**src/rtl/ifu_pkg.sv**
```systemverilog
// Shared fetch/control definitions: IFU state encoding, the NOP reset value of the
// instruction register and the RV32I base opcodes used by both IFU and control_fsm.
package ifu_pkg;

  typedef enum logic [1:0] {
    IDLE = 2'd0,
    WAIT = 2'd1,
    HOLD = 2'd2
  } ifu_state_t;

  localparam logic [31:0] NOP_INSTR = 32'h0000_0013;

  localparam logic [6:0] OP_LW     = 7'b000_0011;
  localparam logic [6:0] OP_SW     = 7'b010_0011;
  localparam logic [6:0] OP_R_TYPE = 7'b011_0011;
  localparam logic [6:0] OP_I_TYPE = 7'b001_0011;
  localparam logic [6:0] OP_JAL    = 7'b110_1111;
  localparam logic [6:0] OP_BEQ    = 7'b110_0011;
  localparam logic [6:0] OP_LUI    = 7'b011_0111;
  localparam logic [6:0] OP_AUIPC  = 7'b001_0111;
  localparam logic [6:0] OP_JALR   = 7'b110_0111;

  function automatic logic [31:0] word_align(input logic [31:0] addr);
    return {addr[31:2], 2'b00};
  endfunction

endpackage

```
**src/rtl/ifu_timeout_ctr.sv**
```systemverilog
// Fetch watchdog: counts enabled cycles; hit is combinational and fires on the enabled
// cycle whose increment would reach TIMEOUT, so the caller can abort on that same edge.
module ifu_timeout_ctr #(
  parameter int TIMEOUT = 16,
  parameter int CNT_W   = 5
) (
  input  logic clk,
  input  logic reset,
  input  logic clr,
  input  logic en,
  output logic hit
);

  localparam logic [CNT_W-1:0] LAST = CNT_W'(TIMEOUT - 1);

  logic [CNT_W-1:0] cnt;

  always_ff @(posedge clk or negedge reset) begin
    if (!reset) begin
      cnt <= '0;
    end else if (clr) begin
      cnt <= '0;
    end else if (en) begin
      cnt <= cnt + 1'b1;
    end
  end

  assign hit = en & ~clr & (cnt == LAST);

endmodule

```
**src/rtl/instr_fetch_unit.sv**
```systemverilog
// Instruction fetch: owns PC/old-PC/IR, one req/ack fetch per fetch_start, ack -> instr_valid next cycle;
// stalls control while a fetch is outstanding. Define IFU_MISALIGN_CHK_EN to trap misaligned PCs.
module instr_fetch_unit
  import ifu_pkg::*;
#(
  parameter logic [31:0] RESET_PC = 32'h0000_0000,
  parameter int          TIMEOUT  = 16,
  parameter int          CNT_W    = 5
) (
  input  logic        clk,
  input  logic        reset,
  input  logic        fetch_start,
  input  logic        instr_consume,
  input  logic        pc_load,
  input  logic [31:0] pc_next,
  output logic        imem_req,
  output logic [31:0] imem_addr,
  input  logic        imem_ack,
  input  logic [31:0] imem_rdata,
  output logic [31:0] instr,
  output logic [6:0]  opcode,
  output logic        instr_valid,
  output logic [31:0] pc,
  output logic [31:0] old_pc,
  output logic        stall,
  output logic        fetch_err
);

  ifu_state_t state;
  logic       misalign;
  logic       start_fetch;
  logic       tmo_en;
  logic       tmo_hit;
  logic       redir;

`ifdef IFU_MISALIGN_CHK_EN
  assign misalign = (pc[1:0] != 2'b00);
`else
  assign misalign = 1'b0;
`endif

  assign start_fetch = fetch_start & (state != WAIT);
  assign tmo_en      = (state == WAIT) & ~imem_ack;
  assign stall       = (state == WAIT) | ((state == IDLE) & fetch_start);
  assign opcode      = instr[6:0];

  ifu_timeout_ctr #(
    .TIMEOUT (TIMEOUT),
    .CNT_W   (CNT_W)
  ) u_tmo (
    .clk   (clk),
    .reset (reset),
    .clr   (start_fetch),
    .en    (tmo_en),
    .hit   (tmo_hit)
  );

  always_ff @(posedge clk or negedge reset) begin
    if (!reset) begin
      state       <= IDLE;
      pc          <= RESET_PC;
      old_pc      <= RESET_PC;
      instr       <= NOP_INSTR;
      instr_valid <= 1'b0;
      imem_req    <= 1'b0;
      imem_addr   <= '0;
      fetch_err   <= 1'b0;
      redir       <= 1'b0;
    end else begin
      case (state)
        IDLE, HOLD: begin
          if (fetch_start) begin
            instr_valid <= 1'b0;
            redir       <= 1'b0;
            if (misalign) begin
              fetch_err <= 1'b1;
              state     <= IDLE;
            end else begin
              imem_addr <= word_align(pc);
              imem_req  <= 1'b1;
              fetch_err <= 1'b0;
              state     <= WAIT;
            end
          end else if ((state == HOLD) && instr_consume) begin
            instr_valid <= 1'b0;
            state       <= IDLE;
          end
        end
        WAIT: begin
          // A redirect seen while waiting must survive the ack's sequential PC update.
          if (pc_load) redir <= 1'b1;
          if (imem_ack) begin
            instr       <= imem_rdata;
            old_pc      <= imem_addr;
            instr_valid <= 1'b1;
            imem_req    <= 1'b0;
            state       <= HOLD;
            if (!redir) pc <= imem_addr + 32'd4;
          end else if (tmo_hit) begin
            imem_req  <= 1'b0;
            fetch_err <= 1'b1;
            state     <= IDLE;
          end
        end
        default: state <= IDLE;
      endcase
      if (pc_load) pc <= pc_next;
    end
  end

endmodule

```
**config.mk**
```make
export PLATFORM = sky130hd
export DESIGN_NAME = instr_fetch_unit
export DESIGN_NICKNAME = d
export VERILOG_FILES = /design/src/rtl/ifu_pkg.sv /design/src/rtl/ifu_timeout_ctr.sv /design/src/rtl/instr_fetch_unit.sv
export SDC_FILE = /design/constraint.sdc
export NUM_CORES = 1
export LEC_CHECK = 0
export CAP_MARGIN = 5
export CORE_MARGIN = 1.5
export CORE_UTILIZATION = 51
export CTS_BUF_LIST = sky130_fd_sc_hd__clkbuf_2 sky130_fd_sc_hd__clkbuf_4 sky130_fd_sc_hd__clkbuf_8
export DETAILED_ROUTE_END_ITERATION = 6
export GPL_ROUTABILITY_DRIVEN = 1
export PLACE_DENSITY = 0.95
export SYNTH_ARGS = -nofsm -noshare
export SYNTH_HDL_FRONTEND = slang
export SYNTH_SLANG_ARGS = --single-unit
```
**constraint.sdc**
```tcl
create_clock -name clk -period 3.3 [get_ports clk]
set_clock_uncertainty 0.1 [all_clocks]
set_input_delay 0.66 -clock clk [delete_from_list [all_inputs] [get_ports clk]]
set_output_delay 0.66 -clock clk [all_outputs]
set_load 0.005 [all_outputs]
```
==> flow_summary.toml, run 1 <==
[worst_setup_path]
crit_path_cell_trace = "clkdlybuf4s50_1 -> inv_1 -> a21oi_1 -> clkdlybuf4s50_1"
critical_path.top_delay_family = "buffers and inverters"
criticalPathCategory = "in2out"
worst_path_largest_cell_delay_ps = 570
cp_num_cells = 4
rr_endpoint = "pc[28]$_DFFE_PN0P_"
worst_path_max_delay_cell = "clkdlybuf4s50_1"
end_kind = "output pin"
reg2reg_from = "imem_addr[2]$_DFFE_PN0P_"
reg2reg_slack_ps = 850
critPathLaunchType = "input pin"
r2r.worst_path.cells = 6
worst-path-buf-inv = 3
arrival_ps = 2070
critical_path.most_common_cell = "clkdlybuf4s50_1"
critPathMaxFanout = 6
worstPathRequired_ps = 2540

[synth]
ys_ff_latch = 135
postSynth.asyncResetShare_pct = 100.0
synth.most_common_cell = "dfrtp_1"
synthFlopType = "dfrtp_1"
synthTopCellsByArea = "dfrtp_1 55%, mux2_2 16%, nand2_1 3.5%, o21ai_0 1.9%, a21oi_1 1.8%"
yosysWarnings = 0
syn_area_per_cell_sq_um = 11.77
syn-cell-area_sq_um = 6025
synth_edf_count = 0
ys_top_cells_by_count = "132 x dfrtp_1, 86 x mux2_2, 56 x nand2_1"
netlist_instances = 512
synth.distinct_cells = 44
yosys.area.top_type_share_pct = 54.83
ys_seq_area_share_pct = 56.14
synth_top_area_cell = "dfrtp_1"

[clock_network]
post-cts-setup-buffer-count = 0
cts_tree = "done"
cts_sinks = 135
h-tree-depth = 4
cts_made_buffers = 17
cts-root-buf = "clkbuf_8"
cts_resized = 0
insertion_delay_ps = 460
hold_buffers = 0
clockBufferDepth = 2
clkSlewWorstSetupHoldPaths_ps = 80

[routing]
vias = 4811
drc = 0
drtAntennaViolNets = 0
wl_per_cell_um = 18.51
first_pass_iters = 5
wirelength_um = 15970
via_per_inst = 5.575
drtIter0Drc = 285

[timing]
fin_tns_setup_ps = 0
tightest_slew_ps = 1038
relSlewSlack_pct = 30.82
clock.fmax_ghz = 0.3528
setup_viol = 0
hold_viol = 0
fin_crit_ps = 2835
period_share_pct = 85.90
rsz0062_at_grt = "false"
drv_slew = 0

[floorplan]
core_area_sq_um = 11470
fp.dieArea_sq_um = 12470
pin_count = 209
die_h_um = 111.7
rows = 39
start_util_pct = 52.54
die_width_um = 111.7

[placement]
io_buffers = 204
place_area_sq_um = 8139
hpwl_um = 11100
place.gp.congestion = 0.8113

[finish]
drive_gt1_share_pct = 19.72
stdcell_area_sq_um = 8517
diodes = 0
area_growth_pct = 41.37
layout.nets = 781

[power]
power_density_nw_per_um2 = 737.2
vdd_drop_max_mv = 0.4246
p_leak_uw = 0.003589

[outcome]
status = "complete, no violations"

[global_routing]
grt_pass1_wl_um = 25740
grt_pass1_vias = 5049
grt_max_degree = 68
grtUsageTotal_pct = 26.18
grt.overflow.total = 0
antenna_found_initial = 0

[worst_hold_path]
hp-class = "in2async"

[run]
cap_violations = 0
[through the flow]
stage,util [%],worst slack [ps],power [uW],hold slack [ps],std cells
floorplan,-,1257,3532,264.4,515
global placement,70.98,534.0,4891,364.0,832
detailed placement,70.98,490.7,5011,383.6,832
CTS,74.27,482.7,6320,1.904,863
global route,74.27,427.2,6606,23.33,863
finish,74.27,465.2,6279,4.199,863
[worst register-to-register path, stage by stage, from the launching register on]
cell and delay (ps):
dfrtp_1 490, ha_1 290, nand4_2 210, nor4_4 640, nand4_1 240, xor2_1 190
o221ai_1 130
[per-layer routing]
layer	track usage, %	part of all wire [%]	routed length, um
met5	0	0	0
met4	11.39	2.5	398
met3	7.567	7.0	1123
met2	43.29	50	7912
met1	32.09	41	6539
[cell families after synthesis]
group | Yosys count | share of synthesized area (%)
buf+inv | 47 | 3.759
flops | 135 | 56.14
other cells | 1 | 0.06225
mux | 89 | 16.57
xor+xnor | 23 | 3.344
fa+ha+maj | 3 | 0.6231
compound gates | 79 | 7.934
simple gates | 135 | 11.57
[state kept, by name, summed over array words and instances (netlist names)]
signal,cells
instr,32
redir,1
imem_req,1
pc,32
old_pc,30
imem_addr,30
u_tmo.cnt,5
state,2
fetch_err,1
instr_valid,1
[cells in the final DEF, fill, tap and decap left out, types with 5 or more instances in the layout]
| cell type | count |
|---|---|
| clkdlybuf4s50_1 | 202 |
| dfrtp_1 | 132 |
| mux2_2 | 86 |
| nand2_1 | 56 |
| clkbuf_8 | 24 |
| o21ai_0 | 23 |
| a21oi_1 | 22 |
| nor2_1 | 22 |
| xor2_1 | 12 |
| nand3_1 | 11 |
| xnor2_1 | 11 |
| inv_1 | 10 |
| o221ai_1 | 10 |
| o21ai_1 | 9 |
| and3_1 | 8 |
| nand4_1 | 8 |
| nor3_1 | 7 |
| nor3b_1 | 6 |
| buf_4 | 6 |
| clkbuf_4 | 5 |
[where the power goes]
group          switching [uW]  total, uW  internal [uW]
registers                 490       2700           2210
logic                     769       2290           1520
clock network             596       1290            697
total                    1850       6280           4420
[how the worst max path moves through the flow]
stage / start / endpoint
floorplan: imem_addr[2]$_DFFE_PN0P_ / pc[20]$_DFFE_PN0P_
CTS: fetch_start / stall
global placement: fetch_start / stall
finish: fetch_start / stall
detailed placement: imem_ack / pc[24]$_DFFE_PN0P_
global route: fetch_start / stall
[cell type report]
| type | count | area [sq um] |
|---|---|---|
| sequential | 135 | 3382 |
| fill | 748 | 2950 |
| multi-input combinational | 333 | 2437 |
| timing repair buffer | 211 | 2103 |
| clock buffer | 29 | 367.9 |
| tap | 143 | 178.9 |
| inverter | 10 | 37.54 |
| clock inverter | 2 | 10.01 |
No activity file was read; power rests on OpenSTA's default activity.
==> run 2: changes to the inputs <==
- SYNTH_HIERARCHICAL: not set -> 1
==> run 2 against run 1 <==
Routed wire length fell by 1.2%. Synthesized cell count decreased by 0.59%. Core utilization grew 0.41 points. Sequential share of layout area decreased by 0.22 points. Combinational power hardly changed. Cell count unchanged. Fmax is 5.9% higher. Power grew 2.3%. First-iteration DRC count shrank 13%. Final area grew 0.56%. Non-clock buffer count increased by 2. Highest routed layer unchanged.
==> flow_summary.toml, run 2 <==
[routing]
drt-met1-wl_um = 6125
first_pass_iters = 5
via_per_inst = 5.563
wirelength_um = 15780
highest_layer = "met4"
vias = 4801
drtIter0Drc = 249
wl_per_cell_um = 18.29
drtAntennaViolNets = 0
wl_met3_um = 1335
route.met2.wl_um = 8059
drc = 0

[finish]
drive_gt1_share_pct = 19.17
top_regs = "instr: 32 flops, pc: 32 flops"
layout.nets = 780
area_growth_pct = 42.31
nFillCells = 730
diodes = 0
layout_commonest_cell = "clkdlybuf4s50_1"
most-common-layout-cells = "202 x clkdlybuf4s50_1, 132 x dfrtp_1, 84 x mux2_2"

[worst_setup_path]
rr_endpoint = "pc[23]$_DFFE_PN0P_"
critPathLaunchType = "input pin"
reg2reg_slack_ps = 920
r2r.worst_path.cells = 5
end_kind = "output pin"
arrival_ps = 1920
criticalPathCategory = "in2out"
worstPathRequired_ps = 2540
critPathMaxFanout = 6
reg2reg_from = "imem_addr[4]$_DFFE_PN0P_"

[floorplan]
start_util_pct = 52.48
fp.dieArea_sq_um = 12460
die_h_um = 111.6
die_width_um = 111.6
pin_count = 209
rows = 39
core_area_sq_um = 11470

[global_routing]
antenna_found_initial = 0
grtUsageTotal_pct = 26.06
grt_max_degree = 92
grt.overflow.total = 0
grt_pass1_vias = 4986
grt_pass1_wl_um = 25480

[synth]
synth.distinct_cells = 49
ys_top_cells_by_count = "132 x dfrtp_1, 84 x mux2_2, 50 x nand2_1"
syn_area_per_cell_sq_um = 11.82
yosys.area.top_type_share_pct = 54.89
postSynth.asyncResetShare_pct = 100.0
yosysWarnings = 6
netlist_instances = 509
synth_top_area_cell = "dfrtp_1"
synthTopCellsByArea = "dfrtp_1 55%, mux2_2 16%, nand2_1 3.1%, xor2_1 2.5%, o21ai_0 2.2%"
ys_ff_latch = 135
ys_seq_area_share_pct = 56.20
syn-cell-area_sq_um = 6018
synth.most_common_cell = "dfrtp_1"
synth_edf_count = 0
synthFlopType = "dfrtp_1"

[clock_network]
hold_buffers = 0
cts_made_buffers = 17
h-tree-depth = 4
clkSlewWorstSetupHoldPaths_ps = 80
insertion_delay_ps = 440
clockBufferDepth = 2
cts_sinks = 135
cts-root-buf = "clkbuf_8"
cts_resized = 0
cts_tree = "done"
post-cts-setup-buffer-count = 0

[power]
p_leak_uw = 0.003616
power_density_nw_per_um2 = 749.8
vdd_drop_max_mv = 0.4529

[timing]
drv_slew = 0
fin_tns_setup_ps = 0
fin_crit_ps = 2678
relSlewSlack_pct = 40.03
period_share_pct = 81.15
clock.fmax_ghz = 0.3734
tightest_slew_ps = 892.8
setup_ws_ps = 622.2
setup_viol = 0
hold_viol = 0
rsz0062_at_grt = "false"

[placement]
hpwl_um = 11210
place_ws_ps = 566.8
io_buffers = 204
place.gp.congestion = 0.8226

[run]
cap_violations = 0

[worst_hold_path]
hp-class = "in2async"

[outcome]
status = "complete, no violations"
run 2: cell count changes after synthesis, sizes merged, moves of 3 or more:
cell / change
xor2: +5
nor4: +3
clkbuf: +3
o21ai: -4
xnor2: -3
buf: -3
a21oi: -6
nor2: +3
nor3: -4
nand2: -6
run 2: layout make-up:
type / instances / area [sq um] / share of cell area [%]
well taps: 143 / 178.9 / 2.089
clock buffers: 24 / 305.3 / 3.565
inverters: 8 / 30.03 / 0.3506
multi-input cells: 332 / 2430 / 28.37
repair buffers: 213 / 2118 / 24.73
flip-flops and latches: 135 / 3382 / 39.49
clock inverters: 8 / 120.1 / 1.402
run 2: per-layer routing:
layer	GRT usage, %	vias to the layer above
li1	-	2178
met4	9.873	0
met1	31.14	2355
met5	0	-
met2	44.07	242
met3	8.383	26
run 2: worst max path at each step:
stage,from,end,depth (start not counted)
after global placement,imem_ack,pc[13]$_DFFE_PN0P_,5
after global routing,fetch_start,stall,4
after detailed placement,imem_ack,pc[15]$_DFFE_PN0P_,5
final,fetch_start,stall,4
after CTS,fetch_start,stall,4
after floorplan,imem_ack,instr[18]$_DFFE_PN0N_,4
run 2: critical path, stage by stage:
cell	delay (ps)
clkdlybuf4s50_1	580
nor2_1	90
nor2_1	90
clkdlybuf4s50_1	500
run 2: kinds of logic (layout without fill, tap and decap cells):
family | Yosys count | in the layout | synth area share, %
and+or+nand+nor | 140 | 140 | 11.73
DFF | 135 | 135 | 56.20
muxes | 90 | 90 | 16.80
AOI/OAI and AO/OA | 70 | 70 | 7.297
buffers and inverters | 45 | 253 | 3.659
xor gates and xnor gates | 25 | 25 | 3.638
adders and majority gates | 3 | 3 | 0.6238
other | 1 | 4 | 0.06231
run 2: through the flow:
step / instances / hold slack (ps) / cell area, sq um / utilization, % / total power (uW)
finish: 863 / 195.6 / 8564 / 74.69 / 6421
global route: 863 / 244.7 / 8564 / 74.69 / 6771
CTS: 863 / 206.9 / 8564 / 74.69 / 6477
detailed placement: 831 / 380.8 / 8139 / 70.98 / 5015
global placement: 831 / 366.8 / 8139 / 70.98 / 4890
floorplan: 512 / 264.4 / 6030 / - / 3511
run 2: power breakdown:
group | total (uW) | switching, uW | leakage [uW] | internal [uW]
clock network | 1440 | 606 | 0.000217 | 838
registers | 2720 | 514 | 0.00164 | 2210
logic | 2260 | 744 | 0.00176 | 1510
total | 6420 | 1860 | 0.00362 | 4560
==> run 3: changes to the inputs <==
- CORE_UTILIZATION: 51 -> 42
- PLACE_DENSITY: 0.95 -> 0.9
- clock period: 3.3 -> 2.4 ns (I/O delays scaled with it)
==> run 3 against run 2 <==
Die area grew 21%. Largest power group unchanged. First-iteration DRC count shrank 24%. Sequential share of layout area shrank 1.6 points. Clock power grew 49%. Largest cell class unchanged. Clock-buffer cell count shrank 5. Hold slack gained 190 ps. Power grew 43%.
==> flow_summary.toml, run 3 (synthesis results as in run 2) <==
[routing]
drc = 0
wl_per_cell_um = 17.43
wirelength_um = 16240
drtIter0Drc = 189
vias = 4866
drtAntennaViolNets = 0
first_pass_iters = 5
via_per_inst = 5.221

[power]
pwr-share-clk_pct = 23.4
switchingPower_uw = 2627
vdd_drop_max_mv = 0.5555
pwr-share-comb_pct = 37.4
p_leak_uw = 0.003803
pwr-share-seq_pct = 39.3
swShare_pct = 28.66
cellInternalPower_uw = 6542
power_density_nw_per_um2 = 1026

[worst_setup_path]
criticalPathCategory = "reg2out"
arrival_ps = 1670
critPathLaunchType = "flop"
end_kind = "output pin"
worstPathRequired_ps = 1820
crit_path_cell_trace = "nor2_1 -> nor2_1 -> clkdlybuf4s50_1"
critPathMaxFanout = 10
worst_path_largest_cell_delay_ps = 540
worst_path_max_delay_cell = "clkdlybuf4s50_1"
critical_path.most_common_cell = "nor2_1"

[global_routing]
grt_pass1_wl_um = 25030
grt_max_degree = 60
grt.overflow.total = 0
grt_pass1_vias = 4965
antenna_found_initial = 0
grtUsageTotal_pct = 21.88

[finish]
diodes = 0
area_growth_pct = 48.48
finish.cell_count_without_fillers = 932
top_regs = "instr: 32 flops, pc: 32 flops"
layout.nets = 812
layout_commonest_cell = "clkdlybuf4s50_1"
most-common-layout-cells = "202 x clkdlybuf4s50_1, 132 x dfrtp_1, 84 x mux2_2"
drive_gt1_share_pct = 22.47
fin_util_pct = 64.13

[outcome]
status = "complete, no violations"

[clock_network]
post-cts-setup-buffer-count = 0
clkSlewWorstSetupHoldPaths_ps = 70
hold_buffers = 1
clockBufferDepth = 2
cts_made_buffers = 17
cts_tree = "done"
cts_resized = 0
insertion_delay_ps = 450
h-tree-depth = 4
cts_sinks = 135
cts-root-buf = "clkbuf_8"

[placement]
io_buffers = 204
place_ws_ps = 21.88
place.gp.congestion = 0.8670
dp_cells = 899
hpwl_um = 12060

[floorplan]
start_util_pct = 43.19
rows = 43
die_h_um = 122.7
core_area_sq_um = 13930
pin_count = 209
die_width_um = 122.7
fp.dieArea_sq_um = 15060

[timing]
rsz0062_at_grt = "false"
hold_viol = 0
drv_slew = 0
setup_viol = 0
period_share_pct = 93.81
relSlewSlack_pct = 63.52
clock.fmax_ghz = 0.4441
setup_ws_ps = 148.5
fin_tns_setup_ps = 0
whs_ps = 383.8
fin_crit_ps = 2252
tightest_slew_ps = 547.2

[run]
cap_violations = 0

[worst_hold_path]
hp-class = "reg2reg"
run 3: cell count changes in the layout (fill, tap and decap cells not counted), sizes merged:
| cell | previous run | this run |
|---|---|---|
| bufinv | 3 | 5 |
| dlygate4sd3 | 0 | 1 |
| clkinv | 3 | 6 |
| clkbuf | 24 | 19 |
| buf | 11 | 42 |
run 3: through the flow:
step / power (uW) / instance area, sq um
3_3_place_gp: 6920 / 8468
4_1_cts: 9260 / 8936
5_1_grt: 9681 / 8936
3_5_place_dp: 7079 / 8468
6_report: 9169 / 8936
2_1_floorplan: 4827 / 6030
run 3: per-layer routing:
layer | global-route usage, % | vias up | wire length (um)
li1 | - | 2246 | -
met1 | 25.68 | 2401 | 6423
met2 | 37.95 | 207 | 8285
met3 | 6.552 | 12 | 1384
met4 | 7.631 | 0 | 149
met5 | 0 | - | 0
run 3: path summary, 6_finish.rpt:
check	from	to	slack [ps]	depth (start not counted)
hold / removal	old_pc[23]$_DFFE_PN0N_	old_pc[23]$_DFFE_PN0N_	380	2
min in group asynchronous	reset	old_pc[30]$_DFFE_PN0N_	480	2
hold reg to reg	old_pc[23]$_DFFE_PN0N_	old_pc[23]$_DFFE_PN0N_	380	2
setup / recovery	state[0]$_DFFE_PN0P_	stall	150	3
max in group asynchronous	reset	imem_addr[28]$_DFFE_PN0P_	1050	3
setup reg to reg	imem_addr[2]$_DFFE_PN0P_	pc[25]$_DFFE_PN0P_	240	5
run 3: critical path, delay by kind of cell, from the launching register on:
| family | cells | cell delay [ps] |
|---|---|---|
| flip-flops | 1 | 500 |
| AND/OR/NAND/NOR | 2 | 200 |
| buffers and inverters | 1 | 540 |
run 3: area by class of cell:
cell class              count  area (sq um)
fillers                  1034          4999
flip-flops and latches    135          3382
multi-input cells         332          2430
repair buffers            245          2411
clock buffers              19         255.2
well taps                 180         225.2
clock inverters            13         202.7
inverters                   8         30.03
run 3: power groups by stage:
stage	Clock, uW	Sequential, uW	Combinational, uW
6_report	2140	3600	3430
5_1_grt	2300	3700	3690
4_1_cts	2200	3600	3460
3_5_place_dp	0	3640	3440
3_3_place_gp	0	3580	3340
2_1_floorplan	0	3670	1160
